--- src/rtl/warp_issue_arbiter_pkg.sv ---
// Shared warp-scheduling definitions: default warp count, per-warp lifecycle
// encoding and warp-id width derivation.
package warp_issue_arbiter_pkg;

  localparam int unsigned DEFAULT_NUM_WARPS   = 4;
  localparam int unsigned DEFAULT_STALL_WIDTH = 4;

  typedef enum logic [1:0] {
    WARP_IDLE    = 2'd0,
    WARP_READY   = 2'd1,
    WARP_STALLED = 2'd2,
    WARP_DONE    = 2'd3
  } warp_state_t;

  function automatic int unsigned warp_id_width(input int unsigned num_warps);
    return (num_warps > 1) ? $clog2(num_warps) : 1;
  endfunction

  localparam int unsigned DEFAULT_WARP_ID_WIDTH = warp_id_width(DEFAULT_NUM_WARPS);

endpackage

--- src/rtl/warp_issue_arbiter_rr_priority_pick.sv ---
// Combinational round-robin picker: first eligible warp at or after the
// start pointer, wrapping modulo NUM_WARPS.
module rr_priority_pick
  import warp_issue_arbiter_pkg::*;
#(
  parameter int unsigned NUM_WARPS     = DEFAULT_NUM_WARPS,
  parameter int unsigned WARP_ID_WIDTH = warp_id_width(NUM_WARPS)
) (
  input  logic [NUM_WARPS-1:0]     eligible,
  input  logic [WARP_ID_WIDTH-1:0] start,
  output logic                     found,
  output logic [WARP_ID_WIDTH-1:0] pick
);

  logic [WARP_ID_WIDTH-1:0] idx;

  always_comb begin
    found = 1'b0;
    pick  = start;
    idx   = start;
    for (int unsigned i = 0; i < NUM_WARPS; i++) begin
      // Width-limited add wraps naturally since NUM_WARPS is a power of two.
      idx = start + WARP_ID_WIDTH'(i);
      if (!found && eligible[idx]) begin
        found = 1'b1;
        pick  = idx;
      end
    end
  end

endmodule

--- src/rtl/warp_issue_arbiter.sv ---
// Per-warp lifecycle tracking plus a registered round-robin issue offer
// toward fetch with a valid/ready handshake.
module warp_issue_arbiter
  import warp_issue_arbiter_pkg::*;
#(
  parameter int unsigned NUM_WARPS     = DEFAULT_NUM_WARPS,
  parameter int unsigned WARP_ID_WIDTH = warp_id_width(NUM_WARPS),
  parameter int unsigned STALL_WIDTH   = DEFAULT_STALL_WIDTH
) (
  input  logic                     clk,
  input  logic                     reset,
  input  logic [NUM_WARPS-1:0]     warp_launch,
  input  logic                     issue_ready,
  input  logic                     stall_req,
  input  logic [WARP_ID_WIDTH-1:0] stall_warp,
  input  logic [STALL_WIDTH-1:0]   stall_cycles,
  input  logic                     done_req,
  input  logic [WARP_ID_WIDTH-1:0] done_warp,
  output logic [WARP_ID_WIDTH-1:0] select_warp,
  output logic                     issue_valid,
  output logic [NUM_WARPS-1:0]     pc_advance,
  output logic                     all_done
);

  logic [NUM_WARPS-1:0]     eligible;
  logic [NUM_WARPS-1:0]     busy_next;
  logic [NUM_WARPS-1:0]     done_next;
  logic                     accept;
  logic                     rearbitrate;
  logic                     found;
  logic [WARP_ID_WIDTH-1:0] rr_ptr;
  logic [WARP_ID_WIDTH-1:0] search_start;
  logic [WARP_ID_WIDTH-1:0] pick;

  for (genvar g = 0; g < NUM_WARPS; g++) begin : g_warp
    warp_state_t            state, state_next;
    logic [STALL_WIDTH-1:0] count, count_next;
    logic                   stall_hit, done_hit, last_stall_cycle;

    assign stall_hit = stall_req && (stall_warp == WARP_ID_WIDTH'(g)) && (stall_cycles != '0);
    assign done_hit  = done_req && (done_warp == WARP_ID_WIDTH'(g));
    // The final stall cycle already arbitrates, so a stall of N seen at edge k
    // can be re-offered right after edge k+N.
    assign last_stall_cycle = (state == WARP_STALLED) && (count == STALL_WIDTH'(1));

    always_comb begin
      state_next = state;
      count_next = count;
      case (state)
        WARP_IDLE, WARP_DONE: begin
          if (warp_launch[g]) state_next = WARP_READY;
        end
        WARP_READY: begin
          if (done_hit) begin
            state_next = WARP_DONE;
          end else if (stall_hit) begin
            state_next = WARP_STALLED;
            count_next = stall_cycles;
          end
        end
        WARP_STALLED: begin
          if (done_hit) begin
            state_next = WARP_DONE;
            count_next = '0;
          end else if (stall_hit) begin
            count_next = stall_cycles;
          end else if (count == STALL_WIDTH'(1)) begin
            state_next = WARP_READY;
            count_next = '0;
          end else begin
            count_next = count - STALL_WIDTH'(1);
          end
        end
        default: ;
      endcase
    end

    always_ff @(posedge clk) begin
      if (!reset) begin
        state <= WARP_IDLE;
        count <= '0;
      end else begin
        state <= state_next;
        count <= count_next;
      end
    end

    assign eligible[g]  = ((state == WARP_READY) || last_stall_cycle) && !stall_hit && !done_hit;
    assign busy_next[g] = (state_next == WARP_READY) || (state_next == WARP_STALLED);
    assign done_next[g] = (state_next == WARP_DONE);
  end

  assign accept       = issue_valid && issue_ready;
  assign pc_advance   = accept ? ({{(NUM_WARPS-1){1'b0}}, 1'b1} << select_warp) : '0;
  // Withdrawal of a stalled/done offer falls into the same search as no offer.
  assign rearbitrate  = !issue_valid || accept || !eligible[select_warp];
  assign search_start = accept ? (select_warp + WARP_ID_WIDTH'(1)) : rr_ptr;

  rr_priority_pick #(
    .NUM_WARPS    (NUM_WARPS),
    .WARP_ID_WIDTH(WARP_ID_WIDTH)
  ) u_pick (
    .eligible(eligible),
    .start   (search_start),
    .found   (found),
    .pick    (pick)
  );

  always_ff @(posedge clk) begin
    if (!reset) begin
      rr_ptr      <= '0;
      select_warp <= '0;
      issue_valid <= 1'b0;
      all_done    <= 1'b0;
    end else begin
      if (accept) rr_ptr <= search_start;
      if (rearbitrate) begin
        issue_valid <= found;
        if (found) select_warp <= pick;
      end
      all_done <= !(|busy_next) && (|done_next);
    end
  end

endmodule

--- config.mk ---
export PLATFORM = sky130hd
export DESIGN_NAME = warp_issue_arbiter
export DESIGN_NICKNAME = d
export VERILOG_FILES = /design/src/rtl/warp_issue_arbiter_pkg.sv /design/src/rtl/warp_issue_arbiter_rr_priority_pick.sv /design/src/rtl/warp_issue_arbiter.sv
export SDC_FILE = /design/constraint.sdc
export NUM_CORES = 1
export LEC_CHECK = 0
export CORE_MARGIN = 2
export CORE_UTILIZATION = 40
export DETAILED_ROUTE_END_ITERATION = 10
export GPL_ROUTABILITY_DRIVEN = 0
export PLACE_DENSITY = 0.67
export SLEW_MARGIN = 20
export SYNTH_ARGS = -nofsm -noshare
export SYNTH_HDL_FRONTEND = slang
export SYNTH_HIERARCHICAL = 1
export SYNTH_SLANG_ARGS = --single-unit
--- constraint.sdc ---
create_clock -name clk -period 2.85 [get_ports clk]
set_input_delay 0.285 -clock clk [delete_from_list [all_inputs] [get_ports clk]]
set_output_delay 0.285 -clock clk [all_outputs]
set_load 0.05 [all_outputs]
==> results.json, run 1 <==
{
  "clkTransAtPathRegs_ns": 0.07,
  "drv_cap": 0,
  "synth_seq_area_share_pct": 23.2,
  "cp-start-kind": "input pin",
  "top_usage_layer": "met2",
  "finish.utilization_pct": 52.0,
  "cts-buffers-inserted": 5,
  "gr-total-overflow": 0,
  "cts_resized": 0,
  "diodes": 0,
  "power_mw": 1.46,
  "drive_gt1_share_pct": 15.2,
  "clockBufferDepth": 2,
  "worstPathRequired_ns": 3.05,
  "die_y_um": 84.4,
  "use_met2_pct": 34.9,
  "syn_nets": 376,
  "cts_max_level": 2,
  "crit_family": "simple AND/OR/NAND/NOR gates",
  "crit_arrival_ns": 2.91,
  "rows": 29,
  "num-fill-cells": 626,
  "place_ws_ns": -0.162,
  "maxSlewHeadroom_pct": 60.0,
  "syn_to_final_growth_pct": 26.9,
  "cts_tree": "yes",
  "status": "completed",
  "hold_viol": 0,
  "synth_top_area_cell": "dfxtp_1",
  "finalCriticalPeriod_ns": 2.70,
  "netlist_top_cells_count": "dfxtp_1, nor2_1, inv_1, nand2_1, ha_1",
  "grt_pass1_wl_um": 12400,
  "clock_latency_ns": 0.29,
  "grt_use_total_pct": 21.1,
  "avgSynthCellArea_um2": 7.73,
  "drc_errors": 0,
  "num_vias": 2737,
  "ir_drop_v": 0.000221,
  "yosys_most_used_dff": "dfxtp_1",
  "cts.sinks": 30,
  "end_kind": "flop",
  "synth_top_cell_area_share_pct": 23.2,
  "setup_viol": 0,
  "worst_pin_slew_ns": 0.599,
  "skew_ns": 0.00554,
  "grtUsageMet3_pct": 3.44,
  "rsz0062_at_grt": "false",
  "via_per_inst": 5.80,
  "ios": 25,
  "wl_per_cell_um": 15.2,
  "dieWidth_um": 84.4,
  "first_iter_violations": 139,
  "place_area_um2": 3180,
  "fmax_ghz": 0.370,
  "yosysMostFrequentCell": "dfxtp_1",
  "hold_buffers": 0,
  "port_buffers": 24,
  "worst-setup-path-type": "input pin to flop",
  "cp_slowest_cell": "clkdlybuf4s50_1",
  "critPathMaxStageDelay_ns": 0.49,
  "yosys-top-cells-area": "dfxtp_1, ha_1, nor2_1, inv_1, nand2_1",
  "design.die.area_um2": 7130,
  "grtUsageMet1_pct": 27.6,
  "synth_area_um2": 2590,
  "setup_ws_ns": 0.147,
  "ys_types": 62,
  "hold_class": "flop to flop",
  "grt_max_degree": 15,
  "coreArea_um2": 6310,
  "antenna_found_initial": 0,
  "root_buffer": "clkbuf_8",
  "critical_path_buf_inv_count": 2,
  "final.setup.tns_ns": 0,
  "fin_nets": 435,
  "powerDensity_nw_per_um2": 445,
  "syn_inst": 335,
  "synth_enable_flop_cells": 0,
  "wirelength_um": 7190,
  "min_period_over_period_pct": 94.8,
  "slew_violations": 0,
  "synth_async_sr_flop_share_pct": 0,
  "yosysWarnings": 6,
  "first_pass_iters": 4,
  "grt_pass1_vias": 2719,
  "ys_ff_latch": 30,
  "dp_hpwl_um": 5630,
  "crit_path_cell_trace": "clkdlybuf4s50_1 > buf_4 > o41a_1 > and2_1 > a21boi_0 > a221oi_2 > nor2_1 > ha_1 > or4_1 > nor3_1",
  "power_leakage_nw": 1.34,
  "design_area_um2": 3290,
  "drtAntennaViolNets": 0,
  "post_cts_buffers": 0,
  "start_util_pct": 41.0,
  "critPathMaxFanout": 4
}
## power by group
part / total, mW / leakage, nW / internal, mW / switching [mW]
sequential: 0.494 / 0.244 / 0.453 / 0.0406
combinational: 0.602 / 1.05 / 0.267 / 0.336
clock: 0.366 / 0.0482 / 0.195 / 0.171
total: 1.46 / 1.34 / 0.914 / 0.547
## final cells by class
class | count | area, µm² | area share (%)
clock buffer | 7 | 86.3 | 2.63
tap | 77 | 96.3 | 2.93
inverter | 27 | 101 | 3.08
timing repair buffer | 64 | 541 | 16.5
multi-input combinational | 266 | 1860 | 56.5
clock inverter | 1 | 5.00 | 0.152
sequential | 30 | 601 | 18.3
## path summary, 6_finish.rpt
kind	startpoint	to	slack, ns	depth (start not counted)
max reg2reg	g_warp[3].count[0]	all_done	0.24	8
min reg2reg	g_warp[2].count[1]	g_warp[2].count[1]	0.48	2
min	g_warp[2].count[1]	g_warp[2].count[1]	0.48	2
max	stall_cycles[0]	all_done	0.15	10
## worst reg2reg max path, stage by stage (launching register included)
cell and delay (ns):
dfxtp_1 0.41, ha_1 0.19, or3b_2 0.50, a211oi_1 0.25, o21ai_1 0.10, o2bb2ai_1 0.16, ha_1 0.27, or4_1 0.46
nor3_1 0.18
## per-stage QoR
step	cells	hold WS, ns
2_1_floorplan	335	0.434
3_3_place_gp	464	0.467
6_report	472	0.478
5_1_grt	472	0.507
4_1_cts	472	0.481
3_5_place_dp	464	0.472
## cells in the final DEF (no fill, tap or decap), types with 3 or more instances in the layout
| cell | n |
|---|---|
| a21oi_1 | 16 |
| and3_1 | 9 |
| nand2b_1 | 5 |
| nor2_1 | 29 |
| or3_1 | 3 |
| inv_1 | 27 |
| o41a_1 | 3 |
| o21ai_0 | 12 |
| mux2_2 | 3 |
| and2_1 | 6 |
| nand3b_1 | 5 |
| nor4_1 | 3 |
| nand2_1 | 27 |
| dfxtp_1 | 30 |
| buf_4 | 40 |
| mux2i_1 | 7 |
| nor3_1 | 18 |
| a211oi_1 | 6 |
| a22oi_1 | 5 |
| o21ai_1 | 6 |
| clkbuf_8 | 6 |
| xnor2_1 | 3 |
| a31oi_1 | 6 |
| nand4_1 | 3 |
| nor3b_1 | 5 |
| o22ai_1 | 3 |
| nor2b_1 | 5 |
| a221oi_2 | 3 |
| or3b_2 | 3 |
| ha_1 | 24 |
| a32oi_1 | 3 |
| clkdlybuf4s50_1 | 24 |
## cell families (layout without fill, tap and decap cells)
group	count (synthesis)	count (layout)	share of synthesized area, %
XOR/XNOR	3	3	1.02
flip-flops	30	30	23.2
adder cells (fa/ha/maj)	24	24	11.6
AND/OR/NAND/NOR	135	135	28.4
multiplexers	11	11	4.45
buffers and inverters	39	99	5.75
AO/OA/AOI/OAI	93	93	25.6
## flip-flops by register name (all words and copies together) (netlist names)
signal	cells
g_warp.count	16
select_warp	2
issue_valid	1
g_warp.state	8
rr_ptr	2
all_done	1
## per-layer routing
layer / wire [µm] / vias to the layer above
met2: 3260 / 68
li1: - / 1366
met5: 0 / -
met3: 359 / 22
met1: 3370 / 1281
met4: 201 / 0
Power figures use the tool's default switching activity.
==> run 2: changes to the inputs <==
--- a/config.mk
+++ b/config.mk
@@ -10,7 +10,6 @@
 export DETAILED_ROUTE_END_ITERATION = 10
 export GPL_ROUTABILITY_DRIVEN = 0
 export PLACE_DENSITY = 0.67
-export SLEW_MARGIN = 20
 export SYNTH_ARGS = -nofsm -noshare
 export SYNTH_HDL_FRONTEND = slang
 export SYNTH_HIERARCHICAL = 1
==> results of run 2 <==
No change in the layout: final DEF, timing and power equal those of run 1.
